--- src/rtl/uart_tx_engine_pkg.sv ---
// Shared types and helpers for the UART transmit engine.
package uart_tx_engine_pkg;

  localparam int unsigned DATA_BITS_MAX = 8;

  typedef enum logic [3:0] {
    DATA_5 = 4'd5,
    DATA_6 = 4'd6,
    DATA_7 = 4'd7,
    DATA_8 = 4'd8
  } data_type_e;

  typedef enum logic {
    PARITY_EVEN = 1'b0,
    PARITY_ODD  = 1'b1
  } parity_type_e;

  typedef enum logic [1:0] {
    STOP_1 = 2'd1,
    STOP_2 = 2'd2
  } stop_bit_e;

  typedef enum logic [4:0] {
    OS_13 = 5'd13,
    OS_16 = 5'd16
  } over_sampling_e;

  typedef enum logic [2:0] {
    IDLE,
    START,
    DATA,
    PARITY,
    STOP
  } uart_tx_state_e;

  // Frame configuration captured when a word leaves the FIFO.
  typedef struct packed {
    data_type_e     data_bits;
    logic           parity_en;
    parity_type_e   parity_type;
    stop_bit_e      stop_bits;
    over_sampling_e over_sampling;
  } uart_tx_cfg_t;

  localparam uart_tx_cfg_t CFG_RESET = '{
    data_bits:     DATA_8,
    parity_en:     1'b0,
    parity_type:   PARITY_EVEN,
    stop_bits:     STOP_1,
    over_sampling: OS_16
  };

  // Out-of-range data widths clamp to the nearest legal width.
  function automatic data_type_e norm_data_bits(input logic [3:0] raw);
    if (raw < 4'd5) return DATA_5;
    if (raw > 4'd8) return DATA_8;
    return data_type_e'(raw);
  endfunction

  function automatic stop_bit_e norm_stop_bits(input logic [1:0] raw);
    return (raw == 2'd2) ? STOP_2 : STOP_1;
  endfunction

  function automatic over_sampling_e norm_over_sampling(input logic [4:0] raw);
    return (raw == 5'd13) ? OS_13 : OS_16;
  endfunction

  // Parity over the used data bits only; odd parity is the inverse of even.
  function automatic logic uart_parity(input logic [DATA_BITS_MAX-1:0] data,
                                       input data_type_e data_bits,
                                       input parity_type_e parity_type);
    logic p;
    p = 1'b0;
    for (int i = 0; i < int'(DATA_BITS_MAX); i++) begin
      if (i < int'(data_bits)) p = p ^ data[i];
    end
    return p ^ (parity_type == PARITY_ODD);
  endfunction

endpackage

--- src/rtl/uart_tx_engine_if.sv ---
// Valid/ready write port into the transmit FIFO.
interface uart_tx_engine_if #(
  parameter int unsigned DATA_WIDTH = 8
);
  logic                  s_valid;
  logic [DATA_WIDTH-1:0] s_data;
  logic                  s_ready;

  modport master (output s_valid, output s_data, input s_ready);
  modport slave  (input s_valid, input s_data, output s_ready);
endinterface

--- src/rtl/uart_tx_fifo.sv ---
// Synchronous FIFO with registered flags and occupancy; pointers carry a wrap bit.
module uart_tx_fifo #(
  parameter int unsigned DATA_WIDTH = 8,
  parameter int unsigned FIFO_DEPTH = 8
) (
  input  logic                          clk,
  input  logic                          reset,
  input  logic                          push,
  input  logic [DATA_WIDTH-1:0]         wr_data,
  input  logic                          pop,
  output logic [DATA_WIDTH-1:0]         rd_data,
  output logic                          full,
  output logic                          empty,
  output logic [$clog2(FIFO_DEPTH):0]   level
);
  localparam int unsigned AW = $clog2(FIFO_DEPTH);
  localparam int unsigned PW = AW + 1;

  logic [DATA_WIDTH-1:0] mem_q [FIFO_DEPTH];
  logic [PW-1:0]         wr_ptr_q, rd_ptr_q;
  logic [PW-1:0]         wr_ptr_d, rd_ptr_d, level_d;
  logic                  push_ok, pop_ok;

  assign push_ok = push && !full;
  assign pop_ok  = pop && !empty;
  assign rd_data = mem_q[rd_ptr_q[AW-1:0]];

  // Next pointers and the occupancy they imply.
  always_comb begin
    wr_ptr_d = wr_ptr_q;
    rd_ptr_d = rd_ptr_q;
    if (push_ok) wr_ptr_d = wr_ptr_q + PW'(1);
    if (pop_ok)  rd_ptr_d = rd_ptr_q + PW'(1);
    level_d = wr_ptr_d - rd_ptr_d;
  end

  // Pointer and flag registers.
  always_ff @(posedge clk) begin
    if (reset) begin
      wr_ptr_q <= '0;
      rd_ptr_q <= '0;
      level    <= '0;
      full     <= 1'b0;
      empty    <= 1'b1;
    end else begin
      wr_ptr_q <= wr_ptr_d;
      rd_ptr_q <= rd_ptr_d;
      level    <= level_d;
      full     <= (level_d == PW'(FIFO_DEPTH));
      empty    <= (level_d == PW'(0));
    end
  end

  // Storage array; contents need no reset since reads are gated by empty.
  always_ff @(posedge clk) begin
    if (push_ok) mem_q[wr_ptr_q[AW-1:0]] <= wr_data;
  end

endmodule

--- src/rtl/uart_tx_engine.sv ---
// Buffered UART transmitter: FIFO front end, baud/oversample timing and frame FSM.
module uart_tx_engine
  import uart_tx_engine_pkg::*;
#(
  parameter int unsigned DATA_WIDTH = 8,
  parameter int unsigned FIFO_DEPTH = 8,
  parameter int unsigned DIV_WIDTH  = 16
) (
  input  logic                        clk,
  input  logic                        reset,
  uart_tx_engine_if.slave             bus,
  input  logic [3:0]                  cfgDataBits,
  input  logic                        cfgParityEnable,
  input  logic                        cfgParityType,
  input  logic [1:0]                  cfgStopBits,
  input  logic [4:0]                  cfgOverSampling,
  input  logic [DIV_WIDTH-1:0]        cfgBaudDiv,
  output logic                        tx,
  output logic                        busy,
  output logic                        frameDone,
  output logic [$clog2(FIFO_DEPTH):0] fifoLevel
);

  uart_tx_state_e        state_q, state_d;
  uart_tx_cfg_t          cfg_q, cfg_d, new_cfg_c;
  logic [DIV_WIDTH-1:0]  div_q, div_d, new_div_c;
  logic [DIV_WIDTH-1:0]  tick_cnt_q, tick_cnt_d;
  logic [4:0]            os_cnt_q, os_cnt_d;
  logic [DATA_WIDTH-1:0] shreg_q, shreg_d;
  logic [3:0]            bit_idx_q, bit_idx_d;
  logic                  stop_cnt_q, stop_cnt_d;
  logic                  parity_q, parity_d;
  logic                  tx_d, busy_d, done_d;

  logic                  fifo_full, fifo_empty, fifo_pop_c;
  logic [DATA_WIDTH-1:0] fifo_rd_data;
  logic                  tick_c, bit_end_c, data_last_c, stop_last_c, frame_end_c;

  uart_tx_fifo #(
    .DATA_WIDTH (DATA_WIDTH),
    .FIFO_DEPTH (FIFO_DEPTH)
  ) u_fifo (
    .clk     (clk),
    .reset   (reset),
    .push    (bus.s_valid),
    .wr_data (bus.s_data),
    .pop     (fifo_pop_c),
    .rd_data (fifo_rd_data),
    .full    (fifo_full),
    .empty   (fifo_empty),
    .level   (fifoLevel)
  );

  assign bus.s_ready = !fifo_full;

  // Sanitised configuration offered to the next frame.
  always_comb begin
    new_cfg_c.data_bits     = norm_data_bits(cfgDataBits);
    new_cfg_c.parity_en     = cfgParityEnable;
    new_cfg_c.parity_type   = parity_type_e'(cfgParityType);
    new_cfg_c.stop_bits     = norm_stop_bits(cfgStopBits);
    new_cfg_c.over_sampling = norm_over_sampling(cfgOverSampling);
  end

  assign new_div_c   = (cfgBaudDiv == '0) ? DIV_WIDTH'(1) : cfgBaudDiv;
  assign tick_c      = (tick_cnt_q == div_q - DIV_WIDTH'(1));
  assign bit_end_c   = tick_c && (os_cnt_q == 5'(cfg_q.over_sampling) - 5'd1);
  assign data_last_c = (bit_idx_q == 4'(cfg_q.data_bits) - 4'd1);
  assign stop_last_c = (stop_cnt_q == (cfg_q.stop_bits == STOP_2));
  assign frame_end_c = (state_q == STOP) && bit_end_c && stop_last_c;
  assign fifo_pop_c  = !fifo_empty && ((state_q == IDLE) || frame_end_c);

  // Next-state, timing counters and line level.
  always_comb begin
    state_d    = state_q;
    cfg_d      = cfg_q;
    div_d      = div_q;
    tick_cnt_d = tick_cnt_q;
    os_cnt_d   = os_cnt_q;
    shreg_d    = shreg_q;
    bit_idx_d  = bit_idx_q;
    stop_cnt_d = stop_cnt_q;
    parity_d   = parity_q;
    tx_d       = tx;
    busy_d     = busy;
    done_d     = 1'b0;

    if (state_q != IDLE) begin
      if (tick_c) begin
        tick_cnt_d = '0;
        os_cnt_d   = bit_end_c ? 5'd0 : os_cnt_q + 5'd1;
      end else begin
        tick_cnt_d = tick_cnt_q + DIV_WIDTH'(1);
      end
    end

    case (state_q)
      IDLE: ;
      START: begin
        if (bit_end_c) begin
          state_d   = DATA;
          tx_d      = shreg_q[0];
          shreg_d   = shreg_q >> 1;
          bit_idx_d = 4'd0;
        end
      end
      DATA: begin
        if (bit_end_c) begin
          if (!data_last_c) begin
            tx_d      = shreg_q[0];
            shreg_d   = shreg_q >> 1;
            bit_idx_d = bit_idx_q + 4'd1;
          end else if (cfg_q.parity_en) begin
            state_d = PARITY;
            tx_d    = parity_q;
          end else begin
            state_d    = STOP;
            tx_d       = 1'b1;
            stop_cnt_d = 1'b0;
          end
        end
      end
      PARITY: begin
        if (bit_end_c) begin
          state_d    = STOP;
          tx_d       = 1'b1;
          stop_cnt_d = 1'b0;
        end
      end
      STOP: begin
        if (bit_end_c) begin
          if (stop_last_c) begin
            state_d = IDLE;
            done_d  = 1'b1;
            busy_d  = 1'b0;
            tx_d    = 1'b1;
          end else begin
            stop_cnt_d = 1'b1;
          end
        end
      end
      default: state_d = IDLE;
    endcase

    // A pop starts a frame, overriding the end-of-frame return to IDLE.
    if (fifo_pop_c) begin
      state_d    = START;
      cfg_d      = new_cfg_c;
      div_d      = new_div_c;
      tick_cnt_d = '0;
      os_cnt_d   = 5'd0;
      shreg_d    = fifo_rd_data;
      bit_idx_d  = 4'd0;
      stop_cnt_d = 1'b0;
      parity_d   = uart_parity(8'(fifo_rd_data), new_cfg_c.data_bits, new_cfg_c.parity_type);
      tx_d       = 1'b0;
      busy_d     = 1'b1;
    end
  end

  // State and output registers.
  always_ff @(posedge clk) begin
    if (reset) begin
      state_q    <= IDLE;
      cfg_q      <= CFG_RESET;
      div_q      <= DIV_WIDTH'(1);
      tick_cnt_q <= '0;
      os_cnt_q   <= 5'd0;
      shreg_q    <= '0;
      bit_idx_q  <= 4'd0;
      stop_cnt_q <= 1'b0;
      parity_q   <= 1'b0;
      tx         <= 1'b1;
      busy       <= 1'b0;
      frameDone  <= 1'b0;
    end else begin
      state_q    <= state_d;
      cfg_q      <= cfg_d;
      div_q      <= div_d;
      tick_cnt_q <= tick_cnt_d;
      os_cnt_q   <= os_cnt_d;
      shreg_q    <= shreg_d;
      bit_idx_q  <= bit_idx_d;
      stop_cnt_q <= stop_cnt_d;
      parity_q   <= parity_d;
      tx         <= tx_d;
      busy       <= busy_d;
      frameDone  <= done_d;
    end
  end

endmodule
--- src/flat_wrapper.sv ---
// flat-port wrapper written by rule: the top's interface ports become plain ports
module uart_tx_engine_flat import uart_tx_engine_pkg::*;
#(
  parameter int unsigned DATA_WIDTH = 8,
  parameter int unsigned FIFO_DEPTH = 8,
  parameter int unsigned DIV_WIDTH  = 16
)
  (clk, reset, cfgDataBits, cfgParityEnable, cfgParityType, cfgStopBits, cfgOverSampling, cfgBaudDiv, tx, busy, frameDone, fifoLevel, bus_s_valid, bus_s_data, bus_s_ready);
  uart_tx_engine_if #(.DATA_WIDTH(DATA_WIDTH)) bus_i ();
  input  logic clk;
  input  logic reset;
  input  logic [3:0] cfgDataBits;
  input  logic cfgParityEnable;
  input  logic cfgParityType;
  input  logic [1:0] cfgStopBits;
  input  logic [4:0] cfgOverSampling;
  input  logic [DIV_WIDTH-1:0] cfgBaudDiv;
  output logic tx;
  output logic busy;
  output logic frameDone;
  output logic [$clog2(FIFO_DEPTH):0] fifoLevel;
  input wire logic [$bits(bus_i.s_valid)-1:0] bus_s_valid;
  input wire logic [$bits(bus_i.s_data)-1:0] bus_s_data;
  output wire logic [$bits(bus_i.s_ready)-1:0] bus_s_ready;
  assign bus_i.s_valid = bus_s_valid;
  assign bus_i.s_data = bus_s_data;
  assign bus_s_ready = bus_i.s_ready;
  uart_tx_engine #(.DATA_WIDTH(DATA_WIDTH), .FIFO_DEPTH(FIFO_DEPTH), .DIV_WIDTH(DIV_WIDTH)) u_core (.clk(clk), .reset(reset), .bus(bus_i), .cfgDataBits(cfgDataBits), .cfgParityEnable(cfgParityEnable), .cfgParityType(cfgParityType), .cfgStopBits(cfgStopBits), .cfgOverSampling(cfgOverSampling), .cfgBaudDiv(cfgBaudDiv), .tx(tx), .busy(busy), .frameDone(frameDone), .fifoLevel(fifoLevel));
endmodule
--- config.mk ---
export PLATFORM = sky130hd
export DESIGN_NAME = uart_tx_engine_flat
export DESIGN_NICKNAME = d
export VERILOG_FILES = /design/src/rtl/uart_tx_engine_pkg.sv /design/src/rtl/uart_tx_engine_if.sv /design/src/rtl/uart_tx_fifo.sv /design/src/rtl/uart_tx_engine.sv /design/src/flat_wrapper.sv
export SDC_FILE = /design/constraint.sdc
export NUM_CORES = 1
export LEC_CHECK = 0
export ABC_AREA = 1
export BUFFER_PORTS_ARGS = -buffer_cell sky130_fd_sc_hd__buf_4
export CAP_MARGIN = 25
export CORE_MARGIN = 2
export CORE_UTILIZATION = 60
export CTS_CLUSTER_DIAMETER = 120
export CTS_CLUSTER_SIZE = 14
export DETAILED_ROUTE_END_ITERATION = 7
export HOLD_SLACK_MARGIN = 0.08
export PLACE_DENSITY_LB_ADDON = 0.12
export SKIP_CTS_REPAIR_TIMING = 1
export SYNTH_ARGS = -nofsm -noshare
export SYNTH_HDL_FRONTEND = slang
export SYNTH_HIERARCHICAL = 1
export SYNTH_SLANG_ARGS = --single-unit
--- constraint.sdc ---
create_clock -name clk -period 4.35 [get_ports clk]
set_input_delay 0.87 -clock clk [delete_from_list [all_inputs] [get_ports clk]]
set_output_delay 0.87 -clock clk [all_outputs]
set_load 0.05 [all_outputs]
# Word level (Yosys, flattened, before mapping)
# Memories as Yosys holds them, arrays and structs flattened. A register that Yosys moved wholly into a read port is not among the register bits.
# Index checks and enable logic that the tools add are counted.
word_totals:
  n_memories: 1
  ram_bits: 64
  ff_bits: 83
op_classes:
  n_lt_le_gt_ge: 10
  n_mux: 72
  n_addsub: 9
  eq_ne: 29
  n_reduce_logical: 30
  n_bitwise: 11
mem_list:
  columns: ["memory", "depth", "width", "read_ports", "rd_clocked_by_memory_dff", "write_ports", "line", "rtl"]
  rows:
  - ["u_core.u_fifo.mem_q", 8, 8, 1, 1, 1, "uart_tx_fifo.sv:19", "logic [DATA_WIDTH-1:0] mem_q [FIFO_DEPTH];"]
ops:
  columns: ["cell", "count"]
  rows:
  - ["two-way mux 1 bit", 41]
  - ["two-way mux 4 bit", 9]
  - ["two-way mux 16 bit", 2]
  - ["two-way mux 8 bit", 4]
  - ["two-way mux 3 bit", 8]
  - ["AND reduction 7 bit", 3]
  - ["inequality test 3 x 2 -> 1 bit, second input constant", 6]
  - ["adder 16 x 1 -> 16 bit, second input constant", 1]
  - ["== test 16 bit", 1]
  - ["logical NOT 16 bit", 1]
  - ["< comparator 3 x 4 -> 1 bit, first input constant", 4]
  - ["case mux 8 bit (2 select lines)", 1]
  - ["subtractor 16 x 1 -> 16 bit, second input constant", 1]
  - ["case mux 3 bit (5 select lines)", 1]
  - ["adder 4 x 1 -> 4 bit, second input constant", 3]
  - ["inequality test 2 x 1 -> 1 bit, second input constant", 6]
  - ["two-way mux 5 bit", 2]
  - ["nonzero test 3 bit", 3]
  - ["< comparator 1 x 4 -> 1 bit, first input constant", 2]
  - ["< comparator 2 x 4 -> 1 bit, first input constant", 2]
  - ["inequality test 2 bit, second input constant", 4]
  - ["case mux 4 bit (2 select lines)", 1]
  - ["AND reduction 4 bit", 2]
  - ["nonzero test 2 bit", 4]
  - ["32 further kinds", 49]

# Depth between registers and ports, before layout
logic_depth:
  word_depth: 30
  mapped_depth: 31
  ltp_nobuf: 30

# Cells and area by module
# Netlist, hierarchy kept.
by_module_without_submodules:
  columns: ["module", "area_per_inst_um2", "n_inst", "cells_per_inst"]
  rows:
  - ["uart_tx_engine", 4065.1, 1, 615]
  - ["uart_tx_fifo", 3271.9, 1, 292]

# Least setup slack after synthesis
# Ideal clock, no wire load.
synth_timing:
  kind: "reg-to-reg"
  start: "register u_core.div_q[0]"
  end: "register u_core.u_fifo.empty"
  stages_incl_launch_ff: 28
  synth_period_minus_slack_ns: 3.344
  path_buffers: 1
  t_arrival_ns: 3.235
  slack_ns: 1.006
  setup_ns: 0.109
  cell_sequence: "dfxtp_1 inv_1 ha_1 nand2_2 nor2_4 nand2_2 nand2_1 nand2_1 nor2_1 nand2_1 nor2_1 nand4_2 a21oi_4 buf_6 nand2_1 inv_1 nand2_1 xor2_1 inv_1 ha_1 nand2_1 nand2_1 nor2_1 nand3_2 nand3_1 nand3_2 nand2_1 inv_1"
synth_between:
  elab_chain_len: 11
synth_lines:
  columns: ["item", "line", "rtl"]
  rows:
  - ["start, declared", "uart_tx_engine.sv:26", "logic [DIV_WIDTH-1:0] div_q, div_d, new_div_c;"]
  - ["start signal, assigned", "uart_tx_engine.sv:179", "div_q <= div_d;"]
  - ["subtractor 16 x 1 -> 16 bit", "uart_tx_engine.sv:66", "assign tick_c = (tick_cnt_q == div_q - DIV_WIDTH'(1));"]
  - ["== test 16 bit", "uart_tx_engine.sv:66", null]
  - ["logical AND 1 bit", "uart_tx_engine.sv:67", "assign bit_end_c = tick_c && (os_cnt_q == 5'(cfg_q.over_sampling) - 5'd1);"]
  - ["logical AND 1 bit (2 in a row)", "uart_tx_engine.sv:70", "assign frame_end_c = (state_q == STOP) && bit_end_c && stop_last_c;"]
  - ["logical OR 1 bit", "uart_tx_engine.sv:71", "assign fifo_pop_c = !fifo_empty && ((state_q == IDLE) || frame_end_c);"]
  - ["logical AND 1 bit", "uart_tx_engine.sv:71", null]
  - ["logical AND 1 bit", "uart_tx_fifo.sv:25", "assign pop_ok = pop && !empty;"]
  - ["two-way mux 4 bit", "uart_tx_fifo.sv:33", "if (pop_ok) rd_ptr_d = rd_ptr_q + PW'(1);"]
  - ["subtractor 4 bit", "uart_tx_fifo.sv:34", "level_d = wr_ptr_d - rd_ptr_d;"]
  - ["logical NOT 4 bit", "uart_tx_fifo.sv:50", "empty <= (level_d == PW'(0));"]
  - ["end signal, assigned", "uart_tx_fifo.sv:50", null]
  - ["end, declared", "uart_tx_fifo.sv:13", "output logic empty,"]
# Every way passes these cells.
# A chain may end at the register's enable or synchronous reset.

# Worst setup path after layout
# Ends and elaborated chain as after synthesis.

==> run_results.csv <==
group,metric,value,unit
outcome,outcome,"finished clean",
run,maxCapViolations,0,
placement,port_buffers,47,
setup_path,critPathArrivalTime,3.96,ns
setup_path,worst_path_dominant_cell_family,"simple AND/OR/NAND/NOR gates",
placement,dp_worst_setup_slack,0.758,ns
placement,gpl.final_weighted_congestion,0.929,
timing,max_freq,275,MHz
detailed_routing,route.antenna.remaining_nets,0,
final_layout,post_layout_nonfiller_instances,1112,
timing,period_share,83.6,%
setup_path,critical_path_required,4.68,ns
floorplanning,fp.dieH,115,µm
setup_path,setup.reg_to_reg.worst_slack,0.72,ns
timing,timing.max_slew.rel_slack,37.8,%
synthesis,ys_dominant_reg_cell,"dfxtp_1",
detailed_routing,routed_wl,16000,µm
clock_tree,insertion_delay,0.42,ns
synthesis,count_of_flip_flops_with_a_built_in_enable_after_synthesis,64,
synthesis,ys.warnings.count,6,
synthesis,synthesis.instances,907,
synthesis,post_synth_net_total,958,
final_layout,antenna-diode-count,0,
global_route,grt_overflow_total,0,
synthesis,leading_cell_types_by_total_area_after_synthesis,"edfxtp_1 (26%), dfxtp_1 (22%), nand2_1 (11%)",
clock_tree,cts_root_buf,"clkbuf_16",
global_route,number_of_antenna_violations_at_the_first_check_in_global_routing,0,
final_layout,final_core_utilization,69.3,%
timing,finalHoldViolCount,0,
timing,setup-tns-final,0,ns
timing,final_period_minus_worst_setup_slack,3.63,ns
clock_tree,worst_setup_hold_path_clk_slew,0.06,ns
pwr,powerDensity,640,nW/µm²
final_layout,share_of_final_layout_standard_cells_stronger_than_drive_strength_1,11.5,%
synthesis,async_reset_ff_share,0,%
floorplanning,boundaryPins,48,
synthesis,yosysTopAreaCell,"edfxtp_1",
timing,report.final.slew_viol_count,0,
setup_path,critical_path.slowest_cell,"ha_1",
synthesis,synth.ff_latch_count,144,
timing,finalClockSkew,0.00693,ns
placement,post_dp_cell_area,7730,µm²
setup_path,worstSetupEndpointType,"flip-flop",
final_layout,fillCellCount,940,
pwr,p_leak,3.54,nW
timing,setup_ws,0.715,ns
synthesis,synth_sequential_area_ratio,48.0,%
setup_path,critPathMaxFanout,5,
detailed_routing,firstDrtPassIters,5,
floorplanning,core-area,12000,µm²
final_layout,mostFrequentLayoutCell,"nand2_1",
detailed_routing,first_iter_violations,297,
synthesis,syn_area_per_cell,8.09,µm²
setup_path,worstSetupStartpointType,"flip-flop",
final_layout,area_growth,13.0,%
setup_path,worst_path_largest_cell_delay,0.35,ns
detailed_routing,detail_route.vias_per_cell,5.42,
synthesis,area_of_the_mapped_netlist,7340,µm²
setup_path,cp_num_buf_inv,4,
floorplanning,std_cell_rows,40,
placement,detailed_place_hpwl,11300,µm
clock_tree,tritoncts,"yes",
floorplanning,start_util,61.3,%
worst_hold_path,hold_path.class,"reg -> reg",
timing,worst_slew_pin_slew,0.929,ns
timing,grt_setup_unrepaired,"false",
clock_tree,clock_sink_count,144,
synthesis,synth.lib_cells_used.distinct,46,
placement,placed_cells_incl_taps,1080,
setup_path,critPathMostFrequentCell,"nand2_1",
global_route,grt_first_pass_wirelength,26500,µm
final_layout,finalNetCount,1003,
final_layout,layout.cells.most_common_list,"nand2_1 (208), nor2_1 (135), inv_1 (100)",
detailed_routing,vias,6025,
pwr,worst_ir_drop_vdd,430,µV
clock_tree,cts.path.max_buffers,2,
global_route,largest_net_degree_at_the_start_of_global_routing,42,
timing,final-setup-viol-count,0,
detailed_routing,drc_errors,0,
floorplanning,dieArea,13100,µm²
synthesis,synthDominantCellAreaShare,26.2,%
detailed_routing,routedWlPerCell,14.4,µm
final_layout,post-route-cell-area,8290,µm²
setup_path,start_to_end_type_of_the_worst_setup_path,"reg -> reg",
clock_tree,tritoncts.num_buffers,17,
clock_tree,h-tree-depth,4,
global_route,number_of_global_route_vias_before_repair,5719,
global_route,global_route.usage.total,26.1,%
floorplanning,die_x,115,µm
-- cells in the mapped netlist (9+ instances only) --
| master | instances |
|---|---|
| edfxtp_1 | 64 |
| o32ai_1 | 16 |
| nand3_1 | 61 |
| xor2_1 | 35 |
| dfxtp_1 | 80 |
| nand4_1 | 15 |
| o21ai_0 | 47 |
| ha_1 | 10 |
| nor3_1 | 19 |
| a21oi_1 | 20 |
| nor2_1 | 135 |
| inv_1 | 100 |
| nand2_1 | 208 |
| xnor2_1 | 9 |
-- final cells by class --
class	count	area, µm²	share of cell area, %
clock inverters	15	134	1.61
multi-input cells	632	3240	39.1
inverters	105	394	4.75
repair buffers	52	390	4.71
clock buffers	17	425	5.13
well taps	147	184	2.22
flip-flops and latches	144	3520	42.5
-- flip-flops by register name, indices dropped and copies added, names as in the netlist, 3 cells and up --
signal / flops
u_core/u_fifo/level: 4
u_core/u_fifo/wr_ptr_q: 4
u_core/shreg_q: 8
u_core/bit_idx_q: 4
u_core/u_fifo/rd_ptr_q: 4
u_core/cfg_q: 9
u_core/state_q: 3
u_core/u_fifo/mem_q: 64
u_core/os_cnt_q: 5
u_core/div_q: 16
u_core/tick_cnt_q: 16
-- final timing paths --
kind	from	to	cells after the start
worst max-delay path	u_core/div_q[0]	u_core/u_fifo/empty	26
worst min-delay path	u_core/cfg_q[4]	u_core/cfg_q[4]	2
worst max register to register	u_core/div_q[0]	u_core/u_fifo/empty	26
worst min register to register	u_core/cfg_q[4]	u_core/cfg_q[4]	2
-- tightest hold or removal path, cell delays in order, from the launching register on --
cell	delay, ns
dfxtp_1	0.32
nand2_1	0.06
nand2_1	0.04
-- stage by stage --
step                      power [mW]  hold slack (ns)
after floorplan                 3.49            0.436
after global placement          3.89            0.452
after detailed placement        3.93            0.460
after CTS                       5.32            0.470
after global routing            5.69            0.486
final                           5.31            0.470
-- cells by family after synthesis --
logic type                 synth area share, %
and+or+nand+nor                           29.1
DFF                                       48.0
buffers and inverters                     7.79
AOI/OAI and AO/OA                         7.90
xor gates and xnor gates                  5.25
adders and majority gates                 1.98
-- routing by layer --
metal	track usage, %	vias up	routed length [µm]
met5	0	-	0
met4	9.59	0	337
met3	6.72	25	760
met2	45.5	159	8010
met1	31.1	2782	6900
li1	-	3059	-
-- report_power, final --
| part | internal, mW | switching (mW) | leakage, nW |
|---|---|---|---|
| clock network | 0.789 | 0.580 | 0.263 |
| registers | 1.61 | 0.148 | 1.23 |
| logic | 0.750 | 1.43 | 2.04 |
| total | 3.15 | 2.16 | 3.54 |
(Power assumes the default switching activity.)
